<file path="src/rtl/outport_uart_tx.sv">
// ============================================================================
// Module   : outport_uart_tx
// Purpose  : Queues 16-bit output-port words in a small FIFO and sends each
//            one as two 8N1 UART bytes (low byte first, LSB first).
// Revision : 1.0 - initial release
// ============================================================================
`default_nettype none

module outport_uart_tx #(
    parameter int CLKS_PER_BIT = 16,
    parameter int DEPTH        = 4
) (
    input  logic                     clock,
    input  logic                     reset,
    input  logic [15:0]              OutPort,
    input  logic                     OutLoad,
    output logic                     tx,
    output logic                     busy,
    output logic [$clog2(DEPTH):0]   fifo_count,
    output logic                     overflow
);

    localparam int c_PTR_W  = $clog2(DEPTH);
    localparam int c_BAUD_W = $clog2(CLKS_PER_BIT);

    localparam logic [c_BAUD_W-1:0] c_BAUD_LAST = c_BAUD_W'(CLKS_PER_BIT - 1);
    localparam logic [c_PTR_W:0]    c_FULL      = (c_PTR_W + 1)'(DEPTH);

    localparam logic [1:0] c_S_IDLE  = 2'd0;
    localparam logic [1:0] c_S_START = 2'd1;
    localparam logic [1:0] c_S_DATA  = 2'd2;
    localparam logic [1:0] c_S_STOP  = 2'd3;

    logic [15:0]         r_mem [DEPTH];
    logic [c_PTR_W-1:0]  r_wr_ptr;
    logic [c_PTR_W-1:0]  r_rd_ptr;
    logic [c_PTR_W:0]    r_count;
    logic                r_overflow;

    logic [1:0]          r_state;
    logic [15:0]         r_shift;
    logic                r_byte_sel;
    logic [2:0]          r_bit_idx;
    logic [c_BAUD_W-1:0] r_baud;
    logic                r_tx;

    logic                w_full;
    logic                w_push;
    logic                w_pop;
    logic                w_baud_done;
    logic [7:0]          w_cur_byte;
    logic [2:0]          w_bit_idx_inc;

    logic [1:0]          w_state_nxt;
    logic [15:0]         w_shift_nxt;
    logic                w_byte_sel_nxt;
    logic [2:0]          w_bit_idx_nxt;
    logic [c_BAUD_W-1:0] w_baud_nxt;
    logic                w_tx_nxt;

    // Fullness is judged before the edge, so a pop on the same edge cannot rescue a push.
    assign w_full        = (r_count == c_FULL);
    assign w_push        = OutLoad && !w_full;
    assign w_pop         = (r_state == c_S_IDLE) && (r_count != '0);
    assign w_baud_done   = (r_baud == c_BAUD_LAST);
    assign w_cur_byte    = r_byte_sel ? r_shift[15:8] : r_shift[7:0];
    assign w_bit_idx_inc = r_bit_idx + 3'd1;

    always_ff @(posedge clock) begin
        if (w_push) begin
            r_mem[r_wr_ptr] <= OutPort;
        end
    end

    always_ff @(posedge clock) begin
        if (reset) begin
            r_wr_ptr   <= '0;
            r_rd_ptr   <= '0;
            r_count    <= '0;
            r_overflow <= 1'b0;
        end else begin
            if (w_push) begin
                r_wr_ptr <= r_wr_ptr + c_PTR_W'(1);
            end
            if (w_pop) begin
                r_rd_ptr <= r_rd_ptr + c_PTR_W'(1);
            end
            if (w_push && !w_pop) begin
                r_count <= r_count + (c_PTR_W + 1)'(1);
            end else if (w_pop && !w_push) begin
                r_count <= r_count - (c_PTR_W + 1)'(1);
            end
            if (OutLoad && w_full) begin
                r_overflow <= 1'b1;
            end
        end
    end

    // Next tx value is computed alongside the next state so the line is purely registered.
    always_comb begin
        w_state_nxt    = r_state;
        w_shift_nxt    = r_shift;
        w_byte_sel_nxt = r_byte_sel;
        w_bit_idx_nxt  = r_bit_idx;
        w_baud_nxt     = r_baud;
        w_tx_nxt       = r_tx;
        case (r_state)
            c_S_IDLE: begin
                w_tx_nxt   = 1'b1;
                w_baud_nxt = '0;
                if (r_count != '0) begin
                    w_state_nxt    = c_S_START;
                    w_shift_nxt    = r_mem[r_rd_ptr];
                    w_byte_sel_nxt = 1'b0;
                    w_tx_nxt       = 1'b0;
                end
            end
            c_S_START: begin
                w_tx_nxt = 1'b0;
                if (w_baud_done) begin
                    w_baud_nxt    = '0;
                    w_bit_idx_nxt = 3'd0;
                    w_state_nxt   = c_S_DATA;
                    w_tx_nxt      = w_cur_byte[0];
                end else begin
                    w_baud_nxt = r_baud + c_BAUD_W'(1);
                end
            end
            c_S_DATA: begin
                if (w_baud_done) begin
                    w_baud_nxt = '0;
                    if (r_bit_idx == 3'd7) begin
                        w_state_nxt = c_S_STOP;
                        w_tx_nxt    = 1'b1;
                    end else begin
                        w_bit_idx_nxt = w_bit_idx_inc;
                        w_tx_nxt      = w_cur_byte[w_bit_idx_inc];
                    end
                end else begin
                    w_baud_nxt = r_baud + c_BAUD_W'(1);
                end
            end
            c_S_STOP: begin
                w_tx_nxt = 1'b1;
                if (w_baud_done) begin
                    w_baud_nxt = '0;
                    if (!r_byte_sel) begin
                        w_byte_sel_nxt = 1'b1;
                        w_state_nxt    = c_S_START;
                        w_tx_nxt       = 1'b0;
                    end else begin
                        w_state_nxt = c_S_IDLE;
                    end
                end else begin
                    w_baud_nxt = r_baud + c_BAUD_W'(1);
                end
            end
            default: begin
                w_state_nxt = c_S_IDLE;
                w_tx_nxt    = 1'b1;
            end
        endcase
    end

    always_ff @(posedge clock) begin
        if (reset) begin
            r_state    <= c_S_IDLE;
            r_shift    <= '0;
            r_byte_sel <= 1'b0;
            r_bit_idx  <= '0;
            r_baud     <= '0;
            r_tx       <= 1'b1;
        end else begin
            r_state    <= w_state_nxt;
            r_shift    <= w_shift_nxt;
            r_byte_sel <= w_byte_sel_nxt;
            r_bit_idx  <= w_bit_idx_nxt;
            r_baud     <= w_baud_nxt;
            r_tx       <= w_tx_nxt;
        end
    end

    assign tx         = r_tx;
    assign busy       = (r_state != c_S_IDLE) || (r_count != '0);
    assign fifo_count = r_count;
    assign overflow   = r_overflow;

endmodule

`default_nettype wire

</file>
<file path="config.mk">
export PLATFORM = sky130hd
export DESIGN_NAME = outport_uart_tx
export DESIGN_NICKNAME = d
export VERILOG_FILES = /design/src/rtl/outport_uart_tx.sv
export SDC_FILE = /design/constraint.sdc
export NUM_CORES = 1
export LEC_CHECK = 0
export ABC_AREA = 1
export BUFFER_PORTS_ARGS = -buffer_cell sky130_fd_sc_hd__buf_4
export CAP_MARGIN = 10
export CELL_PAD_IN_SITES_DETAIL_PLACEMENT = 1
export CELL_PAD_IN_SITES_GLOBAL_PLACEMENT = 1
export CORE_ASPECT_RATIO = 0.9
export CORE_MARGIN = 2
export CORE_UTILIZATION = 48
export DETAILED_ROUTE_END_ITERATION = 7
export GPL_ROUTABILITY_DRIVEN = 0
export GPL_TIMING_DRIVEN = 0
export PLACE_DENSITY = 0.81
export SLEW_MARGIN = 20
export SYNTH_ARGS = -nofsm -noshare
export SYNTH_HDL_FRONTEND = slang
export SYNTH_SLANG_ARGS = --single-unit
</file>
<file path="constraint.sdc">
create_clock -name clock -period 4.2 [get_ports clock]
set_clock_uncertainty 0.2 [all_clocks]
set_input_delay 0.42 -clock clock [delete_from_list [all_inputs] [get_ports clock]]
set_output_delay 0.42 -clock clock [all_outputs]
set_load 0.03 [all_outputs]
</file>
After elaboration in Yosys (flattened, before gate mapping)
Memories as Yosys holds them, arrays and structs flattened. A register that Yosys moved wholly into a read port is not among the register bits.
Index checks and enable logic that the tools add are counted.
Word-level totals
  latch bits: 0
  memories: 1
  output and inout port bits: 6
  bits in read-only memories: 0
  bits in writable memories: 64
  register bits: 19
Cells by class
  shift operators: 0
  bitwise gates (word level): 0
  equal/unequal tests: 12
  add/sub/neg operators: 6
  reductions and logical operators: 20
  muxes and demuxes: 30
  divide/modulo/power cells: 0
  $lt $le $gt $ge: 1
  multipliers: 0
Memories
  r_mem: depth 4, bits a word 16, rd ports 1, clocked after Yosys merged registers in 1, wr ports 1, RTL line 34  | logic [15:0] r_mem [DEPTH];
Operator list (count)
  2-to-1 mux 3 bit: 5
  2-to-1 mux 1 bit: 12
  2-to-1 mux 2 bit: 5
  != test 2 bit (second input constant): 5
  2-to-1 mux 8 bit: 1
  one-hot mux 2 bit (4 select lines): 1
  one-hot mux 4 bit (2 select lines): 1
  nonzero test 2 bit: 4
  adder 3 x 1 -> 3 bit (second input constant): 2
  == test 3 bit (second input constant): 2
  one-hot mux 3 bit (2 select lines): 1
  logical AND 1 bit: 5
  AND reduction 5 bit: 1
  adder 2 x 1 -> 2 bit (second input constant): 2
  adder 4 x 1 -> 4 bit (second input constant): 1
  == test 2 bit (second input constant): 2
  == test 4 bit (second input constant): 1
  < comparator 3 x 4 -> 1 bit (second input constant): 1
  2-to-1 mux 4 bit: 1
  one-hot mux 1 bit (4 select lines): 1
  AND reduction 4 bit: 1
  binary-select mux 1 bit (select 3 bit): 1
  zero test 1 bit: 3
  AND reduction 3 bit: 1
  9 further kinds: 9

Depth between registers and ports, before layout
  word-level depth: 7
  depth in mapped cells: 13

Least setup slack after synthesis
OpenSTA, ideal clock, no wires.
  path type: reg-to-reg
  start: register r_count[2] (netlist: fifo_count[2])
  end: register r_count[1] (netlist: fifo_count[1])
  path slack: 1913 ps
  arrival: 1967 ps
  path buffers: 0
  cell stages (with the launch flop): 9
  cell sequence: dfxtp_1 inv_1 o31ai_4 inv_1 ha_1 inv_1 fa_1 o21ai_0 a21oi_1
Between the ends
  cells in the longest elaborated chain, start to end: 6
  elaborated cells on any way between the ends: 11
RTL lines
  start: declaration: RTL line 37  | logic [c_PTR_W:0] r_count;
  start signal: assignment: RTL line 89  | r_count <= r_count + (c_PTR_W + 1)'(1);
  start signal: assignment: RTL line 91  | r_count <= r_count - (c_PTR_W + 1)'(1);
  == test 3 bit *: RTL line 62  | assign w_full = (r_count == c_FULL);
  zero test 1 bit *: RTL line 63  | assign w_push = OutLoad && !w_full;
  logical AND 1 bit *: RTL line 63
  named net w_push: RTL line 48  | logic w_push;
  zero test 1 bit: RTL line 90  | end else if (w_pop && !w_push) begin
  logical AND 1 bit: RTL line 90
  nonzero test 2 bit (no line)
The timed path passes the listed nets; every way through them passes the cells marked *.
A chain may end at the register's enable or synchronous reset.

Worst setup path in the final report
Ends and elaborated chain as after synthesis.

==> results by group <==
Placement
  – Placed Instance Area: between 0.004 and 0.005 sq mm
  – Half-perimeter wire length after placement: ~6600 um
  – Count of input and output buffers: 24

Synth
  – Share of synthesized flip-flops with an asynchronous set or reset: 0%
  – Post-synth top cells: sky130_fd_sc_hd__nor2_1 (75), sky130_fd_sc_hd__edfxtp_1 (64), sky130_fd_sc_hd__o21ai_0 (37), sky130_fd_sc_hd__dfxtp_1 (35), sky130_fd_sc_hd__nand2_1 (33)
  – Primary FF master, synth: sky130_fd_sc_hd__edfxtp_1
  – Post-synth top area share: 46.1%
  – Distinct cell type count after synthesis: 30
  – Share of synthesized area occupied by flip-flops and latches: roughly 63%
  – Flip-flop and latch count after synthesis: 99
  – Post-synth design cell area: 0.00417 sq mm
  – Main area contributors after synthesis: sky130_fd_sc_hd__edfxtp_1 (46%), sky130_fd_sc_hd__dfxtp_1 (17%), sky130_fd_sc_hd__nor2_1 (6.8%)
  – Yosys warning count: 0
  – Most common cell in the netlist: sky130_fd_sc_hd__nor2_1
  – Mapped Cells: 398
  – Yosys top cell by area: sky130_fd_sc_hd__edfxtp_1
  – Count of flip-flops with a built-in enable after synthesis: 64
  – Avg Synthesized Cell Area: between 10 and 15 sq um
  – Post-synthesis net count: around 430

Detailed routing
  – First-pass detailed-route iteration total: 4
  – Total detailed-routing wirelength: slightly above 9000 um
  – Post-detailed-route wirelength per cell: approximately 17 um
  – Iteration-0 DRC Markers: 127
  – Via Count: a little under 3,000
  – Detail-routed via count per cell: around 5.3
  – # DRC: 0
  – DRT antenna net count: 0

Power
  – Cell-internal power: between 1.5 and 2 mW
  – Sw Ratio: around two fifths
  – Clock network power share: a little under a fifth
  – Logic pwr share: 37.2%
  – Sequential share of power: about 44%
  – Total power of the final layout: ~3 mW
  – Leakage power summed over all cells: 1.76 nW
  – Worst ir drop on vdd: between 0.2 and 0.3 mV
  – Reported net switching power: approximately 1.2 mW
  – Power density over the cells: between 600 and 700 mW/mm^2

Timing
  – Time the final worst path needs with I/O delays and setup: approximately 2300 ps
  – Slew HR: ~60%
  – Unrepaired setup endpoints after global routing: false
  – Hold violation count in the final report: 0
  – Number of endpoints failing setup at the final stage: 0
  – Pin slew with the least headroom to its limit: between 600 and 700 ps
  – Aggregate negative setup slack: 0 ps
  – Final period utilization: a little under three fifths
  – Final Slew Violations: 0
  – Peak clock frequency supported by timing: around 430 MHz

Hold path
  – Min-delay worst type: input pin to flip-flop
  – Cells on Worst Hold Path: 1
  – Hold Startpoint: OutPort[4]
  – End of the worst hold path: r_mem[3][4]$_DFFE_PP_

Worst setup path
  – Crit Reg-Reg Endpoint: fifo_count[1]$_SDFFE_PP0P_
  – Critical path arrival: between 2000 and 2500 ps
  – Register-to-register setup slack: approximately 1900 ps
  – Startpoint of the most critical register-to-register path: fifo_count[2]$_SDFFE_PP0P_
  – Category of the worst setup path launch point: flip-flop
  – Crit Path Max Fanout: 9
  – Worst reg2reg path depth: 8
  – Required time reported for the critical path endpoint: ~4300 ps
  – Category of the worst setup path capture point: flip-flop
  – CP Class: flip-flop to flip-flop

Clock tree
  – # clock sinks: 99
  – Cts repair resizes: 0
  – Buffers inserted by post-CTS timing repair: 0
  – Clock tree from TritonCTS: yes
  – Clock-pin slew of the registers on the worst-case setup and hold paths: approximately 100 ps
  – CTS max path bufs: 2
  – CTS hold repair buffers: 0
  – H-Tree Depth: 3
  – CTS root buffer: sky130_fd_sc_hd__clkbuf_8
  – CTS buffer count: 9
  – Clock latency at the later pin of the worst-skew pair: about 370 ps

Run status
  – Result of the run: finished, final reports clean

Floorplan
  – Initial core utilization: approximately half
  – Height of the chip: 92.4 um
  – CORE AREA: approximately 0.0085 sq mm
  – Horizontal die dimension: just over 100 um
  – Number of rows created at floorplan: 32
  – I/O Pins: 25
  – Die Outline Area: about 0.0095 sq mm

Finish
  – Relative area change from synthesis to final layout: 13.7%
  – Total inserted antenna cells: 0
  – Fraction of final layout cells with drive strength greater than 1: between 15 and 20%
  – Final design area excluding fillers: approximately 0.0047 sq mm
  – Layout Nets: 470

Global routing
  – Total global-route track usage: a little over a fifth
  – Number of antenna violations at the first check in global routing: 0
  – Maximum number of pins on one net before global-route repair: 19
  – Global-route wire length before repair: between 10,000 and 15,000 um
  – Number of global-route vias before repair: between 2,000 and 3,000
  – Total congestion overflow: 0

Job
  – Maxcap violations: 0
-- sequential cells by signal (all words and copies together) (netlist names) --
signal,flops
r_mem,64
r_bit_idx,3
overflow,1
r_byte_sel,1
r_state,2
tx,1
fifo_count,3
r_wr_ptr,2
r_baud,4
r_shift,16
r_rd_ptr,2
-- how the worst max path moves through the flow --
stage	from	depth (start not counted)	endpoint
6_report	fifo_count[2]$_SDFFE_PP0P_	8	fifo_count[1]$_SDFFE_PP0P_
5_1_grt	fifo_count[2]$_SDFFE_PP0P_	11	fifo_count[2]$_SDFFE_PP0P_
4_1_cts	r_state[0]$_SDFFE_PP0P_	13	fifo_count[2]$_SDFFE_PP0P_
3_5_place_dp	fifo_count[2]$_SDFFE_PP0P_	8	fifo_count[1]$_SDFFE_PP0P_
3_3_place_gp	fifo_count[0]$_SDFFE_PP0P_	2	r_mem[3][8]$_DFFE_PP_
2_1_floorplan	fifo_count[2]$_SDFFE_PP0P_	8	fifo_count[1]$_SDFFE_PP0P_
-- power groups by stage --
stage	clock network (mW)	registers, mW	logic [mW]
after global routing	0.630	1.35	1.27
after floorplan	0	1.36	0.758
after detailed placement	0	1.35	1.14
after CTS	0.595	1.33	1.15
final	0.578	1.33	1.13
after global placement	0	1.34	1.08
-- cells by family after synthesis --
logic type / Yosys count / share of synthesized area, %
buffers and inverters: 49 / 5.01
adders and majority gates: 14 / 4.38
DFF: 99 / 62.9
AOI/OAI and AO/OA: 98 / 13.0
and+or+nand+nor: 137 / 14.5
xor gates and xnor gates: 1 / 0.210
-- worst max-delay path, cell delays in order (launching register included) --
cell                      delay (ps)
sky130_fd_sc_hd__dfxtp_1         440
sky130_fd_sc_hd__inv_1           130
sky130_fd_sc_hd__o31ai_4         440
sky130_fd_sc_hd__inv_1            90
sky130_fd_sc_hd__ha_1            210
sky130_fd_sc_hd__inv_1            90
sky130_fd_sc_hd__fa_1            410
sky130_fd_sc_hd__o21ai_0         150
sky130_fd_sc_hd__a21oi_1          60
-- area by class of cell --
cell class                 count  area (sq um)
inverter                      32           120
fill                         956          3750
tap                          119           149
multi-input combinational    250          1350
clock inverter                 6          57.6
buffer                        17          88.8
sequential                    99          2620
clock buffer                   9           124
timing repair buffer          28           229
-- layout by cell type, fill, tap and decap left out, types with 3 or more instances in the layout --
cell type	Yosys	final
sky130_fd_sc_hd__clkbuf_8	0	9
sky130_fd_sc_hd__clkbuf_1	5	5
sky130_fd_sc_hd__o21ai_0	37	37
sky130_fd_sc_hd__inv_1	25	25
sky130_fd_sc_hd__buf_2	8	8
sky130_fd_sc_hd__inv_2	7	7
sky130_fd_sc_hd__nor2_2	3	7
sky130_fd_sc_hd__nor2_1	75	71
sky130_fd_sc_hd__o21ai_1	20	20
sky130_fd_sc_hd__buf_6	0	3
sky130_fd_sc_hd__dfxtp_1	35	35
sky130_fd_sc_hd__a21oi_1	19	19
sky130_fd_sc_hd__nand2_1	33	33
sky130_fd_sc_hd__ha_1	13	13
sky130_fd_sc_hd__edfxtp_1	64	64
sky130_fd_sc_hd__buf_4	4	28
sky130_fd_sc_hd__a31oi_1	16	16
sky130_fd_sc_hd__nand3_1	18	18
-- routing by layer --
| layer | track usage, % | share of wire [%] | up-vias |
|---|---|---|---|
| met5 | 0 | 0 | - |
| met4 | 5.00 | 1.4 | 0 |
| met3 | 5.21 | 3.3 | 10 |
| met2 | 35.9 | 50 | 55 |
| met1 | 27.3 | 45 | 1455 |
| li1 | - | - | 1446 |
-- through the flow --
| stage | utilization [%] | hold slack (ps) | std cells | worst slack, ps |
|---|---|---|---|---|
| 2_1_floorplan | - | 218 | 398 | 1910 |
| 3_3_place_gp | 53.0 | 232 | 541 | 1630 |
| 3_5_place_dp | 53.7 | 242 | 545 | 1900 |
| 4_1_cts | 55.8 | 26.4 | 560 | 1880 |
| 5_1_grt | 55.8 | 22.7 | 560 | 1690 |
| 6_report | 55.8 | 42.6 | 560 | 1880 |
Note: power is estimated with default switching activity, not from simulation.
